**src/rtl/demux_pkg.sv**
```systemverilog
// Shared defaults and helpers for the 1-to-2 word demultiplexer.
package demux_pkg;

    localparam int unsigned DEF_WIDTH = 32;
    localparam int unsigned DEF_DEPTH = 2;
    localparam int unsigned DEF_CNT_W = 8;

    // Address bits for a DEPTH-entry FIFO; never below 1 so pointer slices stay legal.
    function automatic int unsigned clog2(input int unsigned v);
        int unsigned r;
        r = 0;
        while ((32'd1 << r) < v) r = r + 1;
        return (r == 0) ? 1 : r;
    endfunction

endpackage

```
**src/rtl/demux_out_fifo.sv**
```systemverilog
// Per-destination sync FIFO with valid/ready output and a delivered-word counter.
module demux_out_fifo
    import demux_pkg::*;
#(
    parameter int unsigned WIDTH = DEF_WIDTH,
    parameter int unsigned DEPTH = DEF_DEPTH,
    parameter int unsigned CNT_W = DEF_CNT_W
) (
    input  logic             clk,
    input  logic             rst,
    input  logic             push,
    input  logic [WIDTH-1:0] wdata,
    input  logic             ready,
    output logic             full,
    output logic             valid,
    output logic [WIDTH-1:0] rdata,
    output logic [CNT_W-1:0] count
);

    localparam int unsigned AW = clog2(DEPTH);
    localparam int unsigned PW = AW + 1;

    logic [WIDTH-1:0] mem_q [DEPTH];
    logic [WIDTH-1:0] mem_d [DEPTH];
    logic [PW-1:0]    wr_ptr_q, wr_ptr_d;
    logic [PW-1:0]    rd_ptr_q, rd_ptr_d;
    logic [WIDTH-1:0] last_q, last_d;
    logic [CNT_W-1:0] cnt_q, cnt_d;
    logic             empty;
    logic             pop;
    logic             do_push;

    always_comb begin
        empty    = (wr_ptr_q == rd_ptr_q);
        full     = (wr_ptr_q[AW] != rd_ptr_q[AW]) && (wr_ptr_q[AW-1:0] == rd_ptr_q[AW-1:0]);
        valid    = !empty;
        pop      = valid && ready;
        do_push  = push && !full;
        mem_d    = mem_q;
        wr_ptr_d = wr_ptr_q;
        rd_ptr_d = rd_ptr_q;
        last_d   = last_q;
        cnt_d    = cnt_q;
        if (do_push) begin
            mem_d[wr_ptr_q[AW-1:0]] = wdata;
            wr_ptr_d                = wr_ptr_q + PW'(1);
        end
        if (pop) begin
            last_d   = mem_q[rd_ptr_q[AW-1:0]];
            rd_ptr_d = rd_ptr_q + PW'(1);
            cnt_d    = cnt_q + CNT_W'(1);
        end
        // Once drained, keep showing the most recently delivered word.
        rdata = empty ? last_q : mem_q[rd_ptr_q[AW-1:0]];
        count = cnt_q;
    end

    always_ff @(posedge clk or posedge rst) begin
        if (rst) begin
            mem_q    <= '{default: '0};
            wr_ptr_q <= '0;
            rd_ptr_q <= '0;
            last_q   <= '0;
            cnt_q    <= '0;
        end else begin
            mem_q    <= mem_d;
            wr_ptr_q <= wr_ptr_d;
            rd_ptr_q <= rd_ptr_d;
            last_q   <= last_d;
            cnt_q    <= cnt_d;
        end
    end

endmodule

```
**src/rtl/demux32b_stream.sv**
```systemverilog
// Registered 1-to-2 stream demultiplexer: each word is steered by En into its own output FIFO.
module demux32b_stream
    import demux_pkg::*;
#(
    parameter int unsigned WIDTH = DEF_WIDTH,
    parameter int unsigned DEPTH = DEF_DEPTH,
    parameter int unsigned CNT_W = DEF_CNT_W
) (
    input  logic             clk,
    input  logic             rst,
    input  logic             En,
    input  logic [WIDTH-1:0] DataIn,
    input  logic             In_Valid,
    output logic             In_Ready,
    output logic [WIDTH-1:0] Data0,
    output logic             Out0_Valid,
    input  logic             Out0_Ready,
    output logic [WIDTH-1:0] Data1,
    output logic             Out1_Valid,
    input  logic             Out1_Ready,
    output logic [CNT_W-1:0] Count0,
    output logic [CNT_W-1:0] Count1
);

    logic full0, full1;
    logic push0, push1;

    // Acceptance depends only on the selected FIFO's fullness, never on consumer ready.
    always_comb begin
        In_Ready = En ? !full1 : !full0;
        push0    = In_Valid && In_Ready && !En;
        push1    = In_Valid && In_Ready && En;
    end

    demux_out_fifo #(.WIDTH(WIDTH), .DEPTH(DEPTH), .CNT_W(CNT_W)) u_fifo0 (
        .clk   (clk),
        .rst   (rst),
        .push  (push0),
        .wdata (DataIn),
        .ready (Out0_Ready),
        .full  (full0),
        .valid (Out0_Valid),
        .rdata (Data0),
        .count (Count0)
    );

    demux_out_fifo #(.WIDTH(WIDTH), .DEPTH(DEPTH), .CNT_W(CNT_W)) u_fifo1 (
        .clk   (clk),
        .rst   (rst),
        .push  (push1),
        .wdata (DataIn),
        .ready (Out1_Ready),
        .full  (full1),
        .valid (Out1_Valid),
        .rdata (Data1),
        .count (Count1)
    );

endmodule

```
**config.mk**
```make
export PLATFORM = sky130hd
export DESIGN_NAME = demux32b_stream
export DESIGN_NICKNAME = d
export VERILOG_FILES = /design/src/rtl/demux_pkg.sv /design/src/rtl/demux_out_fifo.sv /design/src/rtl/demux32b_stream.sv
export SDC_FILE = /design/constraint.sdc
export NUM_CORES = 1
export LEC_CHECK = 0
export ABC_AREA = 1
export ABC_CLOCK_PERIOD_IN_PS = 23100
export BUFFER_PORTS_ARGS = -buffer_cell sky130_fd_sc_hd__buf_2
export CORE_MARGIN = 8
export CORE_UTILIZATION = 25
export CTS_BUF_LIST = sky130_fd_sc_hd__clkbuf_8
export DETAILED_ROUTE_END_ITERATION = 7
export GPL_TIMING_DRIVEN = 0
export PLACE_DENSITY = 0.43
export RECOVER_POWER = 25
export REMOVE_ABC_BUFFERS = 1
export SKIP_LAST_GASP = 1
export SLEW_MARGIN = 0
export SYNTH_ARGS = -nofsm -noshare
export SYNTH_HDL_FRONTEND = slang
export SYNTH_SLANG_ARGS = --single-unit
```
**constraint.sdc**
```tcl
create_clock -name clk -period 23.1 [get_ports clk]
set_input_delay 4.62 -clock clk [delete_from_list [all_inputs] [get_ports clk]]
set_output_delay 4.62 -clock clk [all_outputs]
set_load 0.005 [all_outputs]
```
# After elaboration in Yosys (flattened, before gate mapping)
# Cells that the tools add are included.
op_classes:
  n_reduce_logical: 16
  div_mod_pow: 0
  magnitude_cmp: 6
  shifts: 0
  n_mux: 15
  eq_ne: 6
  mul: 0
  n_bitwise: 4
  add_sub_neg: 6
ops:
  columns: ["operator", "count"]
  rows:
  - ["32-bit 2-to-1 mux", 10]
  - ["64-bit bitwise mux", 2]
  - ["32-bit demux with 1-bit select", 2]
  - ["8-bit by 1-bit adder with 8-bit output, second input constant", 2]
  - ["1-bit logical AND", 11]
  - ["2-bit by 1-bit adder with 2-bit output, second input constant", 4]
  - ["2-bit >= comparator, second input constant", 4]
  - ["1-bit inverter with 2-bit output", 4]
  - ["1-bit zero test", 5]
  - ["2-bit equality test", 2]
  - ["2-bit by 1-bit less-than comparator with 1-bit output, second input constant", 2]
  - ["1-bit equality test", 2]
  - ["1-bit inequality test", 2]
  - ["1-bit 2-to-1 mux", 1]
totals:
  output_inout_bits: 83
  latch_bits: 0
  mem_count: 0
  ramBits: 0
  input_bits: 38
  mem_bits_ro: 0
  word_cells: 65
  reg_bits: 216

# Logic depth before layout (Yosys ltp)
depth:
  word_depth: 7
  ltp_mapped: 10
  mapped_depth_nobuf: 9

# By module
# Synthesis repeated with hierarchy kept, for this count alone.
hier_totals:
  hier_cells: 1371
  area_unflattened_um2: 10578.9
by_module_without_submodules:
  columns: ["module", "instances", "area_per_inst_um2", "seq_area_each_um2", "cells_each"]
  rows:
  - ["demux_out_fifo at u_fifo1", 1, 5272.6, 2702.6, 681]
  - ["demux_out_fifo at u_fifo0", 1, 5267.6, 2702.6, 681]
  - ["demux32b_stream", 1, 38.8, 0.0, 9]

# Worst setup path after synthesis
# No wires, ideal clock.
synth_path:
  kind: "in2out"
  startpoint: "in En"
  endpoint: "out In_Ready"
  slack_ns: 13.648
  n_path_buf: 0
  arrival_time_ns: 4.832
  cell_stages: 3
  path_cell_list: "inv_1 > nand2_1 > nand2_1"
synth_via:
  elab_chain_cells: 1
synth_rtl:
  columns: ["element", "line_no", "text"]
  rows:
  - ["from (decl)", "demux32b_stream.sv:11", "input logic En,"]
  - ["1-bit 2-to-1 mux", "demux32b_stream.sv:30", "In_Ready = En ? !full1 : !full0;"]
  - ["to (decl)", "demux32b_stream.sv:14", "output logic In_Ready,"]
# No other way between the ends.

# Worst setup path in the final report
# Ends and elaborated chain as after synthesis.

==> impl_metrics.tcl <==
set metrics [dict create \
    status "finished with violations" \
    failed_checks "max-capacitance violations, max-slew violations" \
    setup_violations 0 \
    critPathMaxFanout 5 \
    timing_worst_setup_path_type "in -> out" \
    cts_setup_buffers 0 \
    final_cell_count_no_fill 1992 \
    yosysWarnings 0 \
    maximum_capacitance_violations 3 \
    power_switching_w 0.000775 \
    cell_by_cell_trace_of_the_critical_path "clkbuf_1, inv_1, nand2_1, nand2_1, buf_2" \
    p_leak_nw 6.55 \
    cts_tree "built" \
    share_of_the_synthesized_area_in_compound_gates_ao_oa_aoi_oai 0.0573 \
    power_density_nw_per_um2 151 \
    worst_ep_required_time_ns 18.48 \
    timing.final.ws_setup_ns 13.26 \
    cts-hold-fix-buffers 0 \
    clock_tree.root_cell "sky130_fd_sc_hd__clkbuf_8" \
    fraction_of_final_layout_cells_sized_beyond_drive_strength_1 0.140 \
    grt_antenna_before_repair 2 \
    multi_input_logic_area_um2 4080 \
    grt_pass1_vias 8544 \
    finalHoldWorstSlack_ns 0.475 \
    hp-start "u_fifo1.mem_q[40]" \
    register_area_um2 5410 \
    post_synth_xor_area_fraction 0.0123 \
    timing_worst_slew_pin_value_ns 4.32 \
    grt_max_degree 103 \
    hold_depth 2 \
    gp_routability_congestion 0.688 \
    kind_of_end_point_of_the_critical_path "output port" \
    clock_sinks 216 \
    netlist_instances 1333 \
    totalWireLength_um 30700 \
    layout.filler_cells 4342 \
    synthesized_flop_and_latch_total 216 \
    worst_endpoint_data_arrival_time_ns 5.22 \
    fin_crit_sh 0.426 \
    post_synth_num_cell_types 22 \
    r2r_cells 9 \
    min_period_ns 9.84 \
    synth_top_family_by_area "simple AND/OR/NAND/NOR gates" \
    p_seq_frac 0.360 \
    globalRouteOverflowTotal 0 \
    synthAdderAreaFrac 0.00250 \
    fin_skew_ns 0.0161 \
    floorplan.rows 73 \
    wl_per_cell_um 15.4 \
    cts_repair_resize_count 0 \
    critical_path.max_stage_delay_ns 0.20 \
    pwr-share-clk 0.201 \
    worstSkewPairLatency_ns 0.55 \
    final_max_slew_viol_count 193 \
    cts_made_buffers 43 \
    floorplan.initialDensity 0.252 \
    holdCritPathClass "reg -> reg" \
    boundaryPins 121 \
    die-width_um 216 \
    vertical_die_dimension_um 216 \
    worst_ir_drop_vdd_v 0.0000474 \
    layout-area-overhead-vs-synth_pct 20.2 \
    power_switching_share 0.427 \
    grt_setup_unrepaired "no" \
    post_synth_mux_area_share 0 \
    dp_cells 1927 \
    groute.usage.overall 0.134 \
    timing.rr.end "u_fifo1.rd_ptr_q[1]" \
    timing_hold_violations_final 0 \
    placement.io_buffers 120 \
    post_synth_instance_area_um2 10000 \
    fin_nets 1487 \
    dr.pass1.iters 5 \
    crit_path_frequent_cell "sky130_fd_sc_hd__nand2_1" \
    power.combinational.fraction 0.439 \
    synth-seq-area-share 0.540 \
    detail_route.vias_per_cell 4.21 \
    final.setup.tns_ns 0 \
    drtIter0Drc 471 \
    reg_to_reg_startpoint "u_fifo1.rd_ptr_q[0]" \
    cp-start-kind "primary input" \
    grt_first_pass_wirelength_um 49700 \
    final_antenna_net_count 0 \
    critical_path.slowest_cell "sky130_fd_sc_hd__clkbuf_1" \
    clk_path_buf_depth 3 \
    placeableCoreArea_um2 39600 \
    insertedDiodeCount 0 \
    fp.dieArea_um2 46700 \
    maxSlewHeadroom -1.88 \
    detailedPlace.worstSlack_ns 13.34 \
    hold-path-endpoint "u_fifo1.mem_q[40]" \
    total_power_w 0.00182 \
    intPower_w 0.00104 \
    post-dp-hpwl_um 19600 \
    clkSlewWorstSetupHoldPaths_ns 0.05 \
    cts-htree-levels 2 \
    synthSimpleGateAreaFrac 0.334 \
    r2r_setup_slack_ns 18.19 \
    detailroute.via_count 8382 \
    max_frequency_mhz 102 \
    post-route-drc-count 0 \
    postSynthAreaPerCell_um2 7.50 \
]
stage by stage:
stage / instance area, µm² / util
6_report: 12000 / 0.303
4_1_cts: 12100 / 0.304
5_1_grt: 12000 / 0.303
3_5_place_dp: 11300 / 0.285
3_3_place_gp: 10900 / 0.276
2_1_floorplan: 9680 / -
cells in the final DEF (no fill, tap or decap), types with 2 or more instances in the layout:
cell,n
sky130_fd_sc_hd__clkbuf_8,49
sky130_fd_sc_hd__clkbuf_1,3
sky130_fd_sc_hd__nor2_1,36
sky130_fd_sc_hd__nand2_2,4
sky130_fd_sc_hd__dfrtp_2,2
sky130_fd_sc_hd__clkinvlp_4,3
sky130_fd_sc_hd__dfrtp_1,214
sky130_fd_sc_hd__buf_12,2
sky130_fd_sc_hd__o21ai_0,73
sky130_fd_sc_hd__xor2_1,7
sky130_fd_sc_hd__nand4_1,6
sky130_fd_sc_hd__nor2_4,4
sky130_fd_sc_hd__nand3_2,3
sky130_fd_sc_hd__inv_1,63
sky130_fd_sc_hd__nand2_1,813
sky130_fd_sc_hd__ha_1,2
sky130_fd_sc_hd__inv_2,5
sky130_fd_sc_hd__xnor2_1,7
sky130_fd_sc_hd__nand3_1,4
sky130_fd_sc_hd__a31oi_1,31
sky130_fd_sc_hd__buf_8,7
sky130_fd_sc_hd__buf_2,118
sky130_fd_sc_hd__buf_16,5
flip-flops by register name (all words and copies together) (netlist names):
name              cells
u_fifo0.wr_ptr_q      2
u_fifo0.mem_q        64
u_fifo1.mem_q        64
u_fifo0.rd_ptr_q      2
u_fifo1.last_q       32
u_fifo1.count         8
u_fifo1.wr_ptr_q      2
u_fifo0.last_q       32
u_fifo0.count         8
u_fifo1.rd_ptr_q      2
worst max-delay path, delay by kind of cell:
kind,cells,cell delay (ns)
buffers and inverters,3,0.46
and+or+nand+nor,2,0.14
area by class of cell:
type / count / share of cell area
sequential: 216 / 0.450
multi-input combinational: 993 / 0.339
timing repair buffer: 135 / 0.0736
clock buffer: 49 / 0.0561
tap: 525 / 0.0547
inverter: 58 / 0.0182
clock inverter: 16 / 0.00822
routing by layer:
metal | routed length, µm | global-route usage | vias up
li1 | - | - | 4309
met1 | 14500 | 0.172 | 3873
met2 | 14300 | 0.225 | 146
met3 | 1280 | 0.0270 | 50
met4 | 589 | 0.0367 | 4
met5 | 23 | 0 | -
power by group through the flow:
stage | Sequential (W) | Combinational (W) | Clock (W)
floorplan | 0.000630 | 0.000466 | 0
global placement | 0.000662 | 0.000787 | 0
detailed placement | 0.000658 | 0.000827 | 0
CTS | 0.000654 | 0.000831 | 0.000385
global route | 0.000676 | 0.000932 | 0.000401
finish | 0.000654 | 0.000797 | 0.000365
how the worst max path moves through the flow:
| stage | startpoint | to | slack [ns] | depth (start not counted) |
|---|---|---|---|---|
| final | En | In_Ready | 13.26 | 5 |
| after global routing | rst | u_fifo1.rd_ptr_q[0] | 12.08 | 3 |
| after global placement | rst | u_fifo1.last_q[21] | 9.12 | 2 |
| after floorplan | rst | u_fifo0.count[0] | 12.57 | 1 |
| after detailed placement | En | In_Ready | 13.34 | 5 |
| after CTS | En | In_Ready | 13.34 | 5 |
cell families after synthesis:
group / Yosys count
fa+ha+maj: 2
compound gates: 106
simple gates: 871
flops: 216
buf+inv: 124
xor+xnor: 14
cells in the mapped netlist:
cell type,count,area share
sky130_fd_sc_hd__a21oi_1,1,0.00050
sky130_fd_sc_hd__nor2_4,2,0.0023
sky130_fd_sc_hd__o21ai_0,73,0.037
sky130_fd_sc_hd__a31oi_1,31,0.019
sky130_fd_sc_hd__buf_2,31,0.016
sky130_fd_sc_hd__nor2_2,2,0.0013
sky130_fd_sc_hd__nor3_1,1,0.00050
sky130_fd_sc_hd__nand2_2,3,0.0019
sky130_fd_sc_hd__nor2_1,36,0.014
sky130_fd_sc_hd__nand4_1,6,0.0038
sky130_fd_sc_hd__nand2_1,814,0.31
sky130_fd_sc_hd__xnor2_1,7,0.0061
sky130_fd_sc_hd__nand3_2,3,0.0030
sky130_fd_sc_hd__ha_1,2,0.0025
sky130_fd_sc_hd__a21oi_2,1,0.00088
sky130_fd_sc_hd__nand3_1,4,0.0020
sky130_fd_sc_hd__xor2_1,7,0.0061
sky130_fd_sc_hd__inv_1,53,0.020
sky130_fd_sc_hd__dfrtp_1,216,0.54
sky130_fd_sc_hd__clkbuf_1,26,0.0098
sky130_fd_sc_hd__buf_4,9,0.0068
sky130_fd_sc_hd__inv_2,5,0.0019
Note: power is estimated with default switching activity, not from simulation.
